## config.mk

```make
export PLATFORM = sky130hd
export DESIGN_NAME = axi_lite_regbank
export DESIGN_NICKNAME = d
export VERILOG_FILES = /design/src/rtl/axi_lite_pkg.sv /design/src/rtl/axi_lite_regbank.sv
export SDC_FILE = /design/constraint.sdc
export NUM_CORES = 1
export LEC_CHECK = 0
export BUFFER_PORTS_ARGS = -buffer_cell sky130_fd_sc_hd__buf_2
export CAP_MARGIN = 20
export CORE_ASPECT_RATIO = 0.5
export CORE_UTILIZATION = 26
export CTS_CLUSTER_DIAMETER = 40
export CTS_CLUSTER_SIZE = 20
export DETAILED_ROUTE_END_ITERATION = 8
export MAX_ROUTING_LAYER = met4
export PLACE_DENSITY_LB_ADDON = 0.12
export SLEW_MARGIN = 10
export SYNTH_ARGS = -nofsm -noshare
export SYNTH_HDL_FRONTEND = slang
export SYNTH_SLANG_ARGS = --single-unit
```

## constraint.sdc

```tcl
create_clock -name clk -period 6 [get_ports clk]
set_clock_uncertainty 0.05 [all_clocks]
set_input_delay 0.9 -clock clk [delete_from_list [all_inputs] [get_ports clk]]
set_output_delay 0.9 -clock clk [all_outputs]
set_load 0.02 [all_outputs]
```

## src/rtl/axi_lite_pkg.sv

```systemverilog
// Shared AXI-Lite constants and helpers for the peripheral register bank and interconnect.
package axi_lite_pkg;

   localparam logic [31:0] AXI_LITE_OOB_DATA = 32'hDEAD_BEEF;
   localparam int          REG_IDX_ID        = 0;
   localparam int          REG_IDX_RW_BASE   = 1;

   function automatic logic [31:0] strb_merge(input logic [31:0] old_data,
                                              input logic [31:0] new_data,
                                              input logic [3:0]  strb);
      logic [31:0] merged;
      merged = old_data;
      for (int k = 0; k < 4; k++) begin
         if (strb[k]) merged[8*k +: 8] = new_data[8*k +: 8];
      end
      return merged;
   endfunction

endpackage

```

## src/rtl/axi_lite_regbank.sv

```systemverilog
// AXI-Lite register bank: ID word, NREGS RW control registers with write pulses,
// and a live hardware status word. One outstanding write and one outstanding read.
module axi_lite_regbank
   import axi_lite_pkg::*;
#(
   parameter int          NREGS    = 8,
   parameter logic [31:0] ID_VALUE = 32'h5A5A_0001
) (
   input  logic                  clk,
   input  logic                  resetn,
   input  logic                  s_awvalid,
   output logic                  s_awready,
   input  logic [31:0]           s_awaddr,
   input  logic [2:0]            s_awprot,
   input  logic                  s_wvalid,
   output logic                  s_wready,
   input  logic [31:0]           s_wdata,
   input  logic [3:0]            s_wstrb,
   output logic                  s_bvalid,
   input  logic                  s_bready,
   input  logic                  s_arvalid,
   output logic                  s_arready,
   input  logic [31:0]           s_araddr,
   input  logic [2:0]            s_arprot,
   output logic                  s_rvalid,
   input  logic                  s_rready,
   output logic [31:0]           s_rdata,
   input  logic [31:0]           status_i,
   output logic [NREGS*32-1:0]   regs_o,
   output logic [NREGS-1:0]      wr_pulse_o
);

   localparam logic [9:0] STATUS_IDX = 10'(NREGS + 1);

   logic              aw_held;
   logic [9:0]        addr_q;
   logic              w_held;
   logic [31:0]       data_q;
   logic [3:0]        strb_q;
   logic [31:0]       regs_q [NREGS];
   logic [NREGS-1:0]  wr_pulse_q;

   logic              aw_hs, w_hs, ar_hs, commit;
   logic [9:0]        commit_idx, ar_idx;
   logic [31:0]       commit_data, rd_mux;
   logic [3:0]        commit_strb;
   logic              unused_bits;

   assign unused_bits = ^{s_awprot, s_arprot, s_awaddr[31:12], s_awaddr[1:0],
                          s_araddr[31:12], s_araddr[1:0]};

   assign s_awready = !aw_held && !s_bvalid;
   assign s_wready  = !w_held && !s_bvalid;
   assign s_arready = !s_rvalid;

   assign aw_hs = s_awvalid && s_awready;
   assign w_hs  = s_wvalid && s_wready;
   assign ar_hs = s_arvalid && s_arready;

   // A beat is usable either from its holding register or straight off the bus.
   assign commit      = (aw_held || aw_hs) && (w_held || w_hs) && !s_bvalid;
   assign commit_idx  = aw_held ? addr_q : s_awaddr[11:2];
   assign commit_data = w_held ? data_q : s_wdata;
   assign commit_strb = w_held ? strb_q : s_wstrb;
   assign ar_idx      = s_araddr[11:2];

   always_ff @(posedge clk or negedge resetn) begin
      if (!resetn) begin
         aw_held  <= 1'b0;
         addr_q   <= '0;
         w_held   <= 1'b0;
         data_q   <= '0;
         strb_q   <= '0;
         s_bvalid <= 1'b0;
      end else begin
         if (commit) begin
            aw_held  <= 1'b0;
            w_held   <= 1'b0;
            s_bvalid <= 1'b1;
         end else begin
            if (aw_hs) begin
               aw_held <= 1'b1;
               addr_q  <= s_awaddr[11:2];
            end
            if (w_hs) begin
               w_held <= 1'b1;
               data_q <= s_wdata;
               strb_q <= s_wstrb;
            end
            if (s_bvalid && s_bready) s_bvalid <= 1'b0;
         end
      end
   end

   always_ff @(posedge clk or negedge resetn) begin
      if (!resetn) begin
         for (int i = 0; i < NREGS; i++) regs_q[i] <= '0;
         wr_pulse_q <= '0;
      end else begin
         wr_pulse_q <= '0;
         for (int i = 0; i < NREGS; i++) begin
            if (commit && commit_idx == 10'(REG_IDX_RW_BASE + i)) begin
               regs_q[i]     <= strb_merge(regs_q[i], commit_data, commit_strb);
               wr_pulse_q[i] <= 1'b1;
            end
         end
      end
   end

   always_comb begin
      rd_mux = AXI_LITE_OOB_DATA;
      if (ar_idx == 10'(REG_IDX_ID)) begin
         rd_mux = ID_VALUE;
      end else if (ar_idx == STATUS_IDX) begin
         rd_mux = status_i;
      end else begin
         for (int i = 0; i < NREGS; i++) begin
            if (ar_idx == 10'(REG_IDX_RW_BASE + i)) rd_mux = regs_q[i];
         end
      end
   end

   // Read data is captured from pre-commit register values on the AR edge.
   always_ff @(posedge clk or negedge resetn) begin
      if (!resetn) begin
         s_rvalid <= 1'b0;
         s_rdata  <= '0;
      end else if (ar_hs) begin
         s_rvalid <= 1'b1;
         s_rdata  <= rd_mux;
      end else if (s_rvalid && s_rready) begin
         s_rvalid <= 1'b0;
      end
   end

   for (genvar g = 0; g < NREGS; g++) begin : g_pack
      assign regs_o[32*g +: 32] = regs_q[g];
   end

   assign wr_pulse_o = wr_pulse_q;

endmodule

```

; ---- Word level (Yosys, flattened, before mapping)
; Index checks and enable logic that the tools add are counted.
[word_totals]
inputBits = 145
reg_bits = 346
[classes]
n_bitwise = 1
eq_ne = 17
muxes = 29
reduce_logical = 62
[ops]
columns = op, n
row1 = 32-bit 2-to-1 mux, 11
row2 = "10-bit by 3-bit equality test with 1-bit output, second input constant", 8
row3 = 2-bit AND reduction, 34
row4 = "10-bit by 2-bit equality test with 1-bit output, second input constant", 4
row5 = "10-bit by 4-bit equality test with 1-bit output, second input constant", 3
row6 = "10-bit by 1-bit equality test with 1-bit output, second input constant", 2
row7 = 1-bit logical AND, 17
row8 = 1-bit 2-to-1 mux, 16
row9 = 10-bit zero test, 1
row10 = 10-bit 2-to-1 mux, 1
row11 = 2-bit nonzero test, 4
row12 = 1-bit zero test, 4
row13 = 4-bit 2-to-1 mux, 1
row14 = 1-bit logical OR, 2
row15 = 1-bit NOT, 1

; ---- Logic depth before layout (Yosys ltp)
[logic_depth]
depth_word = 11
mapped_depth = 9
ltp_nobuf = 5

; ---- Worst setup path after synthesis
; OpenSTA, ideal clock, no wires.
[synth_timing]
path_kind = input -> register
start = in s_awaddr[6]
end = reg regs_q (netlist bit regs_o[128])
required_ns = 5.825
t_arrival_ns = 2.584
slack_ns = 3.241
setup_time_ns = 0.125
path_stages = 6
path_buffers = 1
cell_sequence = or4_1 -> nor4_4 -> o211ai_1 -> buf_6 -> nor2_8 -> mux2_2
[synth_between]
elab_chain_cells = 4
[synth_rtl]
columns = item, line_no
row1 = start: declaration, axi_lite_regbank.sv:13  ; input logic [31:0] s_awaddr,
row2 = 10-bit 2-to-1 mux, axi_lite_regbank.sv:62  ; assign commit_idx = aw_held ? addr_q : s_awaddr[11:2];
row3 = 10-bit by 3-bit equality test with 1-bit output, axi_lite_regbank.sv:102  ; if (commit && commit_idx == 10'(REG_IDX_RW_BASE + i)) begin
row4 = 1-bit logical AND, axi_lite_regbank.sv:102
row5 = 2-bit AND reduction (no line), n/a
row6 = end signal: indexed assignment, axi_lite_regbank.sv:103  ; regs_q[i] <= strb_merge(regs_q[i], commit_data, commit_strb);
row7 = end: declaration, axi_lite_regbank.sv:40  ; logic [31:0] regs_q [NREGS];
; No other way between the ends.
; A chain may end at the register's enable or synchronous reset.

; ---- Worst setup path after layout
[layout_timing]
start = reg aw_held
end = reg regs_q (netlist bit regs_o[229])
[layout_between]
elab_chain_cells = 8
word_cells_on_any_way = 10
cone_classes = eq/ne: 1 / mux: 1 / reduce/logical: 8
[layout_rtl]
columns = item, line_no
row1 = start: declaration, axi_lite_regbank.sv:35  ; logic aw_held;
row2 = start signal: assignment, axi_lite_regbank.sv:69  ; aw_held <= 1'b0;
row3 = start signal: assignment, axi_lite_regbank.sv:77  ; aw_held <= 1'b0;
row4 = start signal: assignment, axi_lite_regbank.sv:82  ; aw_held <= 1'b1;
row5 = branches (longest 6 deep; another with 10-bit 2-to-1 mux), n/a
row6 = 1-bit logical AND (*), axi_lite_regbank.sv:102
row7 = 2-bit AND reduction (no line) (*), n/a
; Mark *: on every way between the ends.

==> impl_metrics.env <==
export IMPL_drt_initial_drc_count=646
export IMPL_cap_violations=0
export IMPL_synth_largest_area_cell="dfrtp_1"
export IMPL_cts_made_buffers=45
export IMPL_clockPowerShare_pct=40.2
export IMPL_post_route_period_util_pct=59.3
export IMPL_synth_commonest_cells="dfrtp_1, mux2_2, nand2_1, nor2_1, o21ai_0"
export IMPL_cp_required_ns=6.40
export IMPL_coreArea_um2=61900
export IMPL_syn_mean_instance_area_um2=12.9
export IMPL_synth_ff_type="dfrtp_1"
export IMPL_num_vias=12600
export IMPL_cp_arrival_ns=3.96
export IMPL_worst_pin_slew_ns=1.17
export IMPL_portBuffers=395
export IMPL_root_buffer="clkbuf_16"
export IMPL_htreeDepth=2
export IMPL_ir_worst_vdd_uv=192
export IMPL_gp_congestion=0.810
export IMPL_synth_seq_area_share_pct=52.5
export IMPL_critPathKind="reg2reg"
export IMPL_synthesis_instances=1277
export IMPL_timing_rr_end="regs_o[229]"
export IMPL_drive_above_1_share_pct=52.4
export IMPL_hold_buffers=0
export IMPL_clk_latency_ns=0.57
export IMPL_syn_num_nets=1422
export IMPL_drt_pass1_iterations=7
export IMPL_synthMuxAreaShare_pct=25.9
export IMPL_dp_hpwl_mm=47.6
export IMPL_maxSlewViolCount=0
export IMPL_area_growth_pct=28.1
export IMPL_maxSlewHeadroom_pct=21.5
export IMPL_synthSimpleGateAreaFrac_pct=9.07
export IMPL_initial_core_util_pct=26.6
export IMPL_cts_resized=0
export IMPL_antenna_found_initial=6
export IMPL_cts_setup_buffers=0
export IMPL_r2r_cells=5
export IMPL_status="finished, final reports clean"
export IMPL_pwr_share_comb_pct=21.6
export IMPL_reg2reg_from="aw_held"
export IMPL_hp_class="in2async"
export IMPL_synth_compound_area_share_pct=10.3
export IMPL_clockBufferDepth=3
export IMPL_cts_tree="done"
export IMPL_pwr_density_cell_nw_per_um2=350
export IMPL_ys_seq_elements=346
export IMPL_end_kind="register"
export IMPL_worstPathMaxFanout=18
export IMPL_yosysMostFrequentCell="dfrtp_1"
export IMPL_rsz0062_at_grt="no"
export IMPL_fp_row_count=64
export IMPL_path_buf_inv=0
export IMPL_crit_slowest_cell="nor2b_1"
export IMPL_synth_cell_types=66
export IMPL_synthXorXnorAreaFrac_pct=0.0531
export IMPL_p_int_uw=5040
export IMPL_die_area_um2=64500
export IMPL_routedWlPerCell_um=25.9
export IMPL_synth_top_cell_area_share_pct=52.5
export IMPL_post_route_min_period_ns=3.56
export IMPL_chipHeight_um=180
export IMPL_grt_pass1_vias=13000
export IMPL_leakage_uw=0.0108
export IMPL_route_detailed_drc=0
export IMPL_die_w_um=358
export IMPL_syn_area_um2=16500
export IMPL_yosys_warnings=0
export IMPL_fmax_mhz=281
export IMPL_ant_nets=0
export IMPL_synth_area_top_cells="dfrtp_1, mux2_2, mux2i_1"
export IMPL_grt_ovfl_total=0
export IMPL_nets=1827
export IMPL_setup_tns_final_ns=0
export IMPL_dpl_cell_area_um2=19500
export IMPL_viasPerCell=4.94
export IMPL_synth_fa_ha_area_share_pct=0
export IMPL_path_delay_family="simple AND/OR/NAND/NOR gates"
export IMPL_clk_pin_slew_ns=0.06
export IMPL_grt_max_degree=118
export IMPL_synth_top_family_by_area="multiplexers"
export IMPL_async_flop_share_pct=100
export IMPL_drt_total_wl_mm=66.1
export IMPL_pwr_share_seq_pct=38.1
export IMPL_startpoint_type="register"
export IMPL_slowest_delay_ns=1.02
export IMPL_cp_cell_sequence="or3b_2 > a211oi_2 > o211ai_1 > nor2b_1 > mux2_2"
export IMPL_clock_sinks=346
export IMPL_stdcell_area_um2=21100
export IMPL_hold_viol=0
export IMPL_setup_viol=0
export IMPL_r2r_slack_ns=2.44
export IMPL_io_pins=446
export IMPL_synth_edff_count=0
export IMPL_grt_pass1_wl_mm=95.3
export IMPL_grt_usage_pct=20.9
export IMPL_netSwitchingPower_uw=2360
export IMPL_p_sw_share_pct=31.9
==> power by group through the flow <==
stage	Combinational, uW	Sequential (uW)	Clock (uW)
final	1600	2820	2980
after global routing	1710	2860	3150
after CTS	1620	2820	3050
after detailed placement	1610	2860	0
after global placement	1610	2850	0
after floorplan	885	2960	0
==> cell families after synthesis <==
group                     after synthesis
AOI/OAI and AO/OA                     237
xor gates and xnor gates                1
buffers and inverters                  79
DFF                                   346
muxes                                 382
and+or+nand+nor                       232
==> worst max path at each step <==
stage / startpoint / end / slack (ns) / depth (start not counted)
after floorplan: s_awaddr[6] / regs_o[128] / 3.24 / 6
after global placement: s_awaddr[6] / regs_o[234] / 2.06 / 6
after detailed placement: s_awaddr[6] / regs_o[232] / 2.08 / 6
after CTS: aw_held / regs_o[235] / 2.47 / 5
after global routing: aw_held / regs_o[227] / 2.33 / 5
final: aw_held / regs_o[229] / 2.44 / 5
==> flip-flops by register name (all words and copies together), names as in the netlist, 4 cells and up <==
| name | count |
|---|---|
| data_q | 32 |
| wr_pulse_o | 8 |
| regs_o | 256 |
| s_rdata | 32 |
| addr_q | 10 |
| strb_q | 4 |
==> routing by layer <==
layer | routed length [um] | track usage (%)
met1 | 27500 | 25.3
met5 | 0 | -
met3 | 2710 | 3.47
met4 | 2100 | 6.72
met2 | 33800 | 35.3
==> through the flow <==
stage,total power (uW),util (%),std cells,hold slack (ns),worst slack (ns)
4_1_cts,7490,34.1,2542,0.404,2.47
5_1_grt,7730,34.1,2547,0.425,2.33
3_3_place_gp,4460,31.5,2460,0.410,2.06
2_1_floorplan,3840,-,1277,0.424,3.24
3_5_place_dp,4480,31.5,2460,0.415,2.08
6_report,7400,34.1,2547,0.366,2.44
==> layout make-up <==
class	count	area, um2
timing repair buffer	426	2230
clock inverter	30	429
sequential	346	8660
clock buffer	52	1190
multi-input combinational	852	7530
fill	6222	40800
antenna	5	12.5
inverter	11	41.3
tap	825	1030
==> cells in the final DEF (no fill, tap or decap), types with 12 or more instances in the layout <==
master and instances:
mux2i_1 36, dfrtp_1 345, nor2_8 16, a221oi_1 19
buf_2 393, nor2b_1 12, buf_4 31, o221ai_1 33
o211ai_1 17, nor2_1 62, clkbuf_16 45, mux2_2 342
nand2_1 73, a21oi_1 32, o21ai_0 39, a22oi_1 15
Note: power is estimated with default switching activity, not from simulation.
